File: config.mk
export PLATFORM = sky130hd
export DESIGN_NAME = ajuste_ctrl
export DESIGN_NICKNAME = d
export VERILOG_FILES = /design/src/rtl/ajuste_ctrl.sv
export SDC_FILE = /design/constraint.sdc
export NUM_CORES = 1
export LEC_CHECK = 0
export CAP_MARGIN = 20
export CORE_ASPECT_RATIO = 1.2
export CORE_MARGIN = 2
export CORE_UTILIZATION = 40
export CTS_BUF_LIST = sky130_fd_sc_hd__clkbuf_4
export DETAILED_ROUTE_END_ITERATION = 16
export PLACE_DENSITY_LB_ADDON = 0.15
export SYNTH_ARGS = -nofsm -noshare
export SYNTH_HDL_FRONTEND = slang
export SYNTH_SLANG_ARGS = --single-unit
export TNS_END_PERCENT = 1
File: constraint.sdc
create_clock -name clk -period 2.1 [get_ports clk]
set_input_delay 0.42 -clock clk [delete_from_list [all_inputs] [get_ports clk]]
set_output_delay 0.42 -clock clk [all_outputs]
set_load 0.05 [all_outputs]
File: src/rtl/ajuste_ctrl.sv
// Time-of-day keeper with a button-driven adjust mode.
// Drives the blink divider and per-field display gates for the VGA clock.
module ajuste_ctrl #(
  parameter int unsigned HOUR_MAX = 23,
  parameter int unsigned MIN_MAX  = 59
) (
  input  logic       clk,
  input  logic       reset,
  input  logic       sec_tick,
  input  logic       btn_mode,
  input  logic       btn_up,
  input  logic       btn_down,
  input  logic       blink,
  output logic       blink_en,
  output logic       blink_rst,
  output logic [4:0] hours,
  output logic [5:0] minutes,
  output logic [5:0] seconds,
  output logic [1:0] adj_field,
  output logic       show_h,
  output logic       show_m,
  output logic       show_s
);

  typedef enum logic [1:0] {
    RUN   = 2'd0,
    SET_H = 2'd1,
    SET_M = 2'd2,
    SET_S = 2'd3
  } state_e;

  localparam logic [5:0] HMAX = 6'(HOUR_MAX);
  localparam logic [5:0] MMAX = 6'(MIN_MAX);

  state_e     state_q, state_d;
  logic [4:0] hours_q, hours_d;
  logic [5:0] min_q, min_d;
  logic [5:0] sec_q, sec_d;
  logic       mode_q, up_q, down_q;
  logic       blink_rst_q, blink_rst_d;
  logic       press_mode, press_up, press_down;
  logic       edit;

  // >= / > guards keep every field in range even from a bad value
  function automatic logic [5:0] inc_w(
    input logic [5:0] v,
    input logic [5:0] mx
  );
    return (v >= mx) ? 6'd0 : v + 6'd1;
  endfunction

  function automatic logic [5:0] dec_w(
    input logic [5:0] v,
    input logic [5:0] mx
  );
    return (v == 6'd0 || v > mx) ? mx : v - 6'd1;
  endfunction

  assign press_mode = btn_mode & ~mode_q;
  assign press_up   = btn_up & ~up_q;
  assign press_down = btn_down & ~down_q;
  assign edit = (state_q != RUN) & ~press_mode
              & (press_up ^ press_down);

  always_ff @(posedge clk or negedge reset) begin
    if (!reset) begin
      mode_q <= 1'b1;
      up_q   <= 1'b1;
      down_q <= 1'b1;
    end else begin
      mode_q <= btn_mode;
      up_q   <= btn_up;
      down_q <= btn_down;
    end
  end

  always_ff @(posedge clk or negedge reset) begin
    if (!reset) begin
      state_q     <= RUN;
      hours_q     <= '0;
      min_q       <= '0;
      sec_q       <= '0;
      blink_rst_q <= 1'b0;
    end else begin
      state_q     <= state_d;
      hours_q     <= hours_d;
      min_q       <= min_d;
      sec_q       <= sec_d;
      blink_rst_q <= blink_rst_d;
    end
  end

  always_comb begin
    state_d     = state_q;
    hours_d     = hours_q;
    min_d       = min_q;
    sec_d       = sec_q;
    blink_rst_d = 1'b0;
    if (press_mode) begin
      unique case (state_q)
        RUN:     state_d = SET_H;
        SET_H:   state_d = SET_M;
        SET_M:   state_d = SET_S;
        default: state_d = RUN;
      endcase
      blink_rst_d = 1'b1;
    end
    if (state_q == RUN) begin
      if (sec_tick) begin
        sec_d = inc_w(sec_q, MMAX);
        if (sec_q >= MMAX) begin
          min_d = inc_w(min_q, MMAX);
          if (min_q >= MMAX)
            hours_d = 5'(inc_w({1'b0, hours_q}, HMAX));
        end
      end
    end else if (edit) begin
      blink_rst_d = 1'b1;
      unique case (state_q)
        SET_H: hours_d = press_up
          ? 5'(inc_w({1'b0, hours_q}, HMAX))
          : 5'(dec_w({1'b0, hours_q}, HMAX));
        SET_M: min_d = press_up
          ? inc_w(min_q, MMAX) : dec_w(min_q, MMAX);
        default: sec_d = press_up
          ? inc_w(sec_q, MMAX) : dec_w(sec_q, MMAX);
      endcase
    end
  end

  assign hours     = hours_q;
  assign minutes   = min_q;
  assign seconds   = sec_q;
  assign adj_field = state_q;
  assign blink_en  = (state_q != RUN);
  assign blink_rst = blink_rst_q;
  assign show_h    = ~((state_q == SET_H) & blink);
  assign show_m    = ~((state_q == SET_M) & blink);
  assign show_s    = ~((state_q == SET_S) & blink);

endmodule

Word-level counts from Yosys, hierarchy flattened --
Index checks and enable logic that the tools add are counted.
Storage, ports and cells: output and inout bits 24, input port bits 7, word-level logic and storage cells 86, register bits after elaboration 23
Cells by class: $lt $le $gt $ge 6, add/subtract/negate cells 6, muxes and demuxes 28, bitwise operators 16, reductions and logical operators 15, equality and inequality tests 7
Operator list (count):
- 2-to-1 mux 6 bit | 15
- 2-to-1 mux 5 bit | 9
- adder 6 x 1 -> 6 bit (second input constant) | 2
- greater-or-equal comparator 6 bit (second input constant) | 2
- greater-than comparator 6 bit (second input constant) | 2
- zero test 6 bit | 2
- subtractor 6 x 1 -> 6 bit (second input constant) | 2
- AND 1 bit | 8
- nonzero test 2 bit | 4
- NOT 1 bit | 7
- != test 2 x 1 -> 1 bit (second input constant) | 3
- one-hot mux 2 bit (3 select lines) | 1
- adder 5 x 1 -> 5 bit (second input constant) | 1
- greater-or-equal comparator 5 bit (second input constant) | 1
- greater-than comparator 5 bit (second input constant) | 1
- zero test 5 bit | 1
- AND reduction 5 bit | 1
- subtractor 5 x 1 -> 5 bit (second input constant) | 1
- equality test 2 bit (second input constant) | 2
- AND reduction 4 bit | 1
- logical OR 1 bit | 3
- 2-to-1 mux 1 bit | 3
- AND reduction 3 bit | 1
- equality test 2 x 1 -> 1 bit (second input constant) | 1
- 4 further kinds | 4

Depth between registers and ports, before layout --
Gate-level depths: netlist of the first run.
depth in word-level cells 7, mapped depth 8

Worst setup path after synthesis of the first run --
No wires, ideal clock.
path kind reg2reg, start point register state_q[0], in the netlist adj_field[0], end point register hours_q[1], in the netlist hours[1], cell stages (with the launch flop) 9, library setup time 0.080 ns, path buffers 1, slack -0.267 ns, data arrival time 2.287 ns, cell sequence dfrtp_1 -> inv_1 -> ha_1 -> buf_2 -> inv_1 -> nor2_1 -> a21oi_1 -> or2_1 -> mux2i_1
Between the ends: word-level cells in the longest chain between the ends 5, elaborated cells between the ends (all ways) 12
RTL lines:
- start: declaration | line 35 | state_e state_q, state_d;
- start signal: assignment | line 85 | state_q <= state_d;
- nonzero test 2 bit
- via blink_en | line 14 | output logic blink_en,
- AND 1 bit | line 62 | assign edit = (state_q != RUN) & ~press_mode
- AND 1 bit | line 63 | & (press_up ^ press_down);
- nonzero test 2 bit (no source line)
- AND reduction 5 bit (no source line)
- end signal: assignment | line 86 | hours_q <= hours_d;
- end: declaration | line 36 | logic [4:0] hours_q, hours_d;
The timed path passes the listed nets, and every way through them passes these cells. A chain may end at the register's enable or synchronous reset.

Worst setup path after layout of the first run --
start point input port btn_up, end point register min_q[5], in the netlist minutes[5]
Between the ends: word-level cells in the longest chain between the ends 5, elaborated cells between the ends (all ways) 9
RTL lines:
- start: declaration | line 11 | input logic btn_up,
- AND 1 bit * | line 60 | assign press_up = btn_up & ~up_q;
- XOR 1 bit or 2-to-1 mux 6 bit (tied branches) | line 63, 124
- AND 1 bit or 2-to-1 mux 6 bit (tied branches) | line 63, 119
- nonzero test 2 bit (no source line) or 2-to-1 mux 6 bit (tied branches)
- AND reduction 4 bit (no source line) or 2-to-1 mux 6 bit (tied branches)
- end signal: assignment | line 87 | min_q <= min_d;
- end: declaration | line 37 | logic [5:0] min_q, min_d;
Mark *: on every way between the ends. The rest lies on a longest branch, timed or not. The select of a mux whose other input is x is not followed.

==> results.yml, run 1 <==
timing:
  max_slew.worst_pin.slew_ps: 501.9
  finalHoldViolCount: 0
  min_period_ps: 1953
  setup_violations: 0
  drv_slew: 0
  slew_headroom_pct: 66.49
  fmax_mhz: 512.0
  rsz0062_at_grt: "false"
  hold_ws_ps: 442.0
  finClkSkew_ps: 2.872
  fin_crit_sh_pct: 93.00
setup_path:
  path_delay_family: "compound AO/OA/AOI/OAI gates"
  crit_path_start_kind: "input port"
  critPathKind: "in2reg"
  max_stage_delay_ps: 470
  critPathArrivalTime_ps: 2170
  crit_start: "btn_up"
  regToRegEndpoint: "minutes[5]$_DFFE_PN0P_"
  crit_fanout: 6
  slowest_stage: "clkdlybuf4s50_1"
  reg2reg_from: "seconds[0]$_DFFE_PN0P_"
  setup.worst_path.end: "minutes[5]$_DFFE_PN0P_"
  endpoint_kind: "register"
  cp.depth: 7
  reg2regPathDepth: 6
  crit_chain: "clkdlybuf4s50_1, nor2b_2, buf_4, xnor2_2, a31oi_1, a21oi_1, o22a_1"
  required_ps: 2320
  rrSetupSlack_ps: 220
  critPathBufInv: 2
logic_synthesis:
  synth_top_cell_by_area: "dfrtp_1"
  synth.net_count: 240
  ys.flop_type: "dfrtp_1"
  yosysTopAreaCellShare_pct: 27.05
  synthArstFlopShare_pct: 100.0
  synth-edff-count: 0
  syn_inst: 221
  synth.avg_cell_area_um2: 8.373
  synth_area_leaders: "dfrtp_1 (27%), ha_1 (8.1%), a21oi_1 (4.3%)"
  synth.distinct_cells: 59
  synth_most_common_cell: "dfrtp_1"
  ys_warn_count: 0
  synth_area_mm2: 0.001851
  ys_ff_latch: 23
  ys_seq_area_share_pct: 31.30
  netlist_top_cells_count: "dfrtp_1 (20), nand2_1 (19), nor2_1 (17)"
power_and_ir_drop:
  intPower_mw: 1.876
  comb_power_share_pct: 73.9
  sw_frac_of_total_pct: 53.18
  finalPower_mw: 4.006
  p_sw_mw: 2.131
  leakage_nw: 1.184
  pwr-share-clk_pct: 5.4
  power.density_mw_per_mm2: 1607
  pwr-share-seq_pct: 20.7
  ir_drop_mv: 0.7201
routing:
  first_pass_iters: 4
  ant_nets: 0
  wl_per_cell_um: 13.73
  drt-total-wl_um: 4572
  vias: 1820
  vias_per_cell: 5.465
  drtIter0Drc: 85
  drcViolationCount: 0
grt:
  antenna_found_initial: 0
  grt.total_usage_pct: 18.77
  grt_overflow: 0
  grt_first_pass_wirelength_um: 7824
  first_global_vias: 1684
  grt_max_degree: 24
die:
  die_h_um: 78.51
  core_mm2: 0.004527
  start_util_pct: 40.88
  pin_count: 31
  dieArea_mm2: 0.005189
  rows: 27
  die_x_um: 66.09
run_status:
  status: "finished, final reports clean"
cts:
  clock_latency_ps: 320
  clock-root-buffer: "clkbuf_4"
  htree_levels: 1
  hold_buffers: 0
  cts_tree: "done"
  clock_path_buffers: 2
  cts-buffers-inserted: 3
  cts.sinks: 23
  path_clk_slew_ps: 140
placed_design:
  place_congestion: 0.8550
  portBuffers: 30
  post-dp-hpwl_um: 3497
run:
  drv_cap: 0
cells_and_area:
  area_delta_synth_final_pct: 34.75
  drive_gt1_share_pct: 24.73
  final_net_count: 295
  diodes: 0
worst_hold_path:
  hp-class: "in2async"
## placed cells by master (no fill, tap or decap), types with 4 or more instances in the layout
master            n
nor2_1           17
a31oi_1           4
dlymetal6s2s_1    8
nand3_1           6
clkdlybuf4s50_1   9
o21ai_0          16
nand2b_1          4
o31ai_1           4
a211oi_1          4
dfrtp_1          17
ha_1             11
inv_1            10
and3_1            5
a21oi_1          15
nor2b_1           4
nand2_1          19
buf_12            4
buf_4            40
nor3_1            6
## worst min-delay path by stage
stage / startpoint / endpoint / slack [ps] / cells after the start
2_1_floorplan: reset / adj_field[0]$_DFFE_PN0P_ / 120 / 0
3_3_place_gp: hours[0]$_DFFE_PN0P_ / hours[0]$_DFFE_PN0P_ / 560 / 2
3_5_place_dp: hours[0]$_DFFE_PN0P_ / hours[0]$_DFFE_PN0P_ / 580 / 2
4_1_cts: reset / hours[0]$_DFFE_PN0P_ / 450 / 2
5_1_grt: reset / seconds[5]$_DFFE_PN0P_ / 450 / 2
6_report: reset / blink_rst$_DFF_PN0_ / 440 / 2
## power groups by stage
stage | Sequential, mW | Clock [mW] | Combinational [mW]
floorplan | 1.35 | 0 | 1.43
global placement | 0.835 | 0 | 2.92
detailed placement | 0.838 | 0 | 2.92
CTS | 0.829 | 0.224 | 2.93
global route | 0.864 | 0.250 | 3.20
finish | 0.828 | 0.217 | 2.96
## cells by family after synthesis
group | share of synthesized area, %
compound gates | 27.59
simple gates | 22.52
buf+inv | 6.085
xor+xnor | 2.773
mux | 1.623
flops | 31.31
fa+ha+maj | 8.113
## what timing repair did
action / CTS / global route
resized for setup: 3 / 11
setup endpoints to repair: 3 / 16
setup buffers: 0 / 0
hold endpoints to repair: 0 / 0
## metrics by stage
| step | cells | instance area [µm²] | util [%] | setup slack, ps | TNS [ps] |
|---|---|---|---|---|---|
| 6_report | 333 | 2494 | 55.09 | 147.0 | 0 |
| 5_1_grt | 333 | 2494 | 55.09 | 10.60 | 0 |
| 4_1_cts | 333 | 2457 | 54.28 | 10.11 | 0 |
| 3_5_place_dp | 329 | 2430 | 53.68 | -304.7 | -3716 |
| 3_3_place_gp | 329 | 2430 | 53.68 | -194.5 | -2189 |
| 2_1_floorplan | 221 | 1861 | - | 5.590 | 0 |
## layer usage
| metal | vias up | global-route usage [%] | routed length [µm] |
|---|---|---|---|
| met1 | 861 | 24.51 | 2071 |
| met4 | 0 | 5.102 | 31 |
| met2 | 28 | 32.50 | 2353 |
| met3 | 2 | 1.862 | 115 |
| li1 | 929 | - | - |
| met5 | - | 0 | 0 |
## registers in the layout, summed over array words and instances (netlist names)
signal     cells
adj_field      2
blink_rst      1
down_q         1
hours          5
minutes        6
mode_q         1
seconds        6
up_q           1
## final cells by class
class | count | area, µm²
repair buffers | 63 | 588.1
well taps | 58 | 72.57
multi-input cells | 174 | 1177
clock inverters | 1 | 5.005
fillers | 435 | 2033
clock buffers | 3 | 22.52
flip-flops and latches | 23 | 583.1
inverters | 11 | 45.04
(Power assumes the default switching activity.)
==> run 2, diff against run 1 <==
Settings changed: CTS_BUF_LIST sky130_fd_sc_hd__clkbuf_4 to unset.
==> run 2 against run 1 <==
  * Global-route usage rose by 0.24 points
  * Final cell count did not move
  * First-iteration DRC count rose by 52%
  * Non-clock buffer count did not move
  * Critical path depth fell by 6
  * Fmax fell by 4.1%
  * Setup slack got worse by 84 ps
  * Wire length rose by 0.92%
  * Total power rose by 1.9%
  * Clock power rose by 33%
  * Sequential power rose by 0.6%
==> results.yml, run 2 (synthesized netlist as in run 1, its figures left out) <==
run_status:
  status: "finished, final reports clean"
timing:
  setup_violations: 0
  finalHoldViolCount: 0
  layout_setup_ws_ps: 63.38
  fmax_mhz: 491.0
  slew_headroom_pct: 66.88
  drv_slew: 0
  max_slew.worst_pin.slew_ps: 495.2
  fin_crit_sh_pct: 96.98
  tns_ps: 0
  finClkSkew_ps: 5.295
  rsz0062_at_grt: "false"
  min_period_ps: 2037
die:
  rows: 27
  core_mm2: 0.004527
  pin_count: 31
  die_x_um: 66.09
  dieArea_mm2: 0.005189
  die_h_um: 78.51
  start_util_pct: 40.88
power_and_ir_drop:
  power.density_mw_per_mm2: 1632
  finalPower_mw: 4.081
  ir_drop_mv: 0.7656
  leakage_nw: 1.121
setup_path:
  setup.worst_path.end: "minutes[4]"
  required_ps: 1680
  critPathArrivalTime_ps: 1620
  reg2reg_from: "seconds[1]$_DFFE_PN0P_"
  rrSetupSlack_ps: 230
  cp.depth: 1
  critPathBufInv: 1
  max_stage_delay_ps: 850
  reg2regPathDepth: 6
  crit_fanout: 8
  critPathKind: "reg2out"
  crit_chain: "clkdlybuf4s50_1"
  endpoint_kind: "output pin"
  path_delay_family: "buffers and inverters"
  slowest_stage: "clkdlybuf4s50_1"
  crit_path_start_kind: "register"
  regToRegEndpoint: "hours[2]$_DFFE_PN0P_"
  crit_start: "minutes[4]$_DFFE_PN0P_"
cells_and_area:
  final_net_count: 295
  layout_common_cells: "buf_4 (40), nand2_1 (19), clkdlybuf4s50_1 (18), dfrtp_1 (17)"
  nFillCells: 444
  instances_no_fill: 333
  final_area_mm2: 0.002501
  diodes: 0
  drive_gt1_share_pct: 25.45
  area_delta_synth_final_pct: 35.16
  final_common_cell: "buf_4"
placed_design:
  portBuffers: 30
  dp.cells: 329
  post-dp-hpwl_um: 3497
  pre_cts_slack_ps: -304.7
  dpl_cell_area_mm2: 0.002430
  place_congestion: 0.8550
cts:
  clock_path_buffers: 2
  cts-buffers-inserted: 3
  path_clk_slew_ps: 90
  cts.sinks: 23
  clock-root-buffer: "clkbuf_8"
  htree_levels: 1
  hold_buffers: 0
  cts_tree: "done"
  clock_latency_ps: 270
routing:
  first_pass_iters: 6
  vias: 1823
  wl_per_cell_um: 13.86
  drcViolationCount: 0
  drt-total-wl_um: 4614
  ant_nets: 0
  drtIter0Drc: 129
  vias_per_cell: 5.474
grt:
  grt_first_pass_wirelength_um: 7914
  antenna_found_initial: 0
  grt_overflow: 0
  grt_max_degree: 24
  grt.total_usage_pct: 19.00
  first_global_vias: 1692
worst_hold_path:
  hp-class: "in2async"
run:
  drv_cap: 0
## run 2: metrics by stage
| step | utilization (%) | hold WS, ps |
|---|---|---|
| final | 55.25 | 510.7 |
| after global routing | 55.25 | 540.6 |
| after CTS | 54.92 | 524.0 |
| after detailed placement | 53.68 | 578.7 |
| after global placement | 53.68 | 560.3 |
| after floorplan | - | 124.4 |
## run 2: worst min path at each step
stage                                    start                  endpoint  cells past startpoint
after floorplan                          reset  adj_field[0]$_DFFE_PN0P_                      0
after global placement    hours[0]$_DFFE_PN0P_      hours[0]$_DFFE_PN0P_                      2
after detailed placement  hours[0]$_DFFE_PN0P_      hours[0]$_DFFE_PN0P_                      2
after CTS                                reset      hours[0]$_DFFE_PN0P_                      2
after global routing                     reset    seconds[5]$_DFFE_PN0P_                      2
final                                    reset       blink_rst$_DFF_PN0_                      2
## run 2: layout make-up
cell class                 count  area (µm²)  share of cell area, %
multi-input combinational    174        1181                  47.22
timing repair buffer          63       573.1                  22.91
clock inverter                 1       5.005                 0.2001
tap                           58       72.57                  2.901
clock buffer                   3       41.29                  1.651
sequential                    23       583.1                  23.31
inverter                      11       45.04                  1.801
## run 2: report_power, final
group | total, mW | switching [mW] | internal, mW
Combinational | 2.96 | 1.77 | 1.19
Clock | 0.288 | 0.155 | 0.133
Sequential | 0.833 | 0.220 | 0.613
Total | 4.08 | 2.14 | 1.94
## run 2: metal layers
| layer | share of wire (%) | vias up | GRT usage [%] | wire length, µm |
|---|---|---|---|---|
| met1 | 43 | 839 | 24.69 | 1993 |
| met5 | 0 | - | 0 | 0 |
| met2 | 52 | 50 | 33.70 | 2380 |
| met3 | 4.2 | 5 | 1.862 | 194 |
| met4 | 0.95 | 0 | 3.878 | 44 |
| li1 | - | 929 | - | - |
## run 2: what timing repair did
item,in CTS,in global routing
resized for setup,2,5
setup endpoints to repair,3,13
buffers inserted,0,0
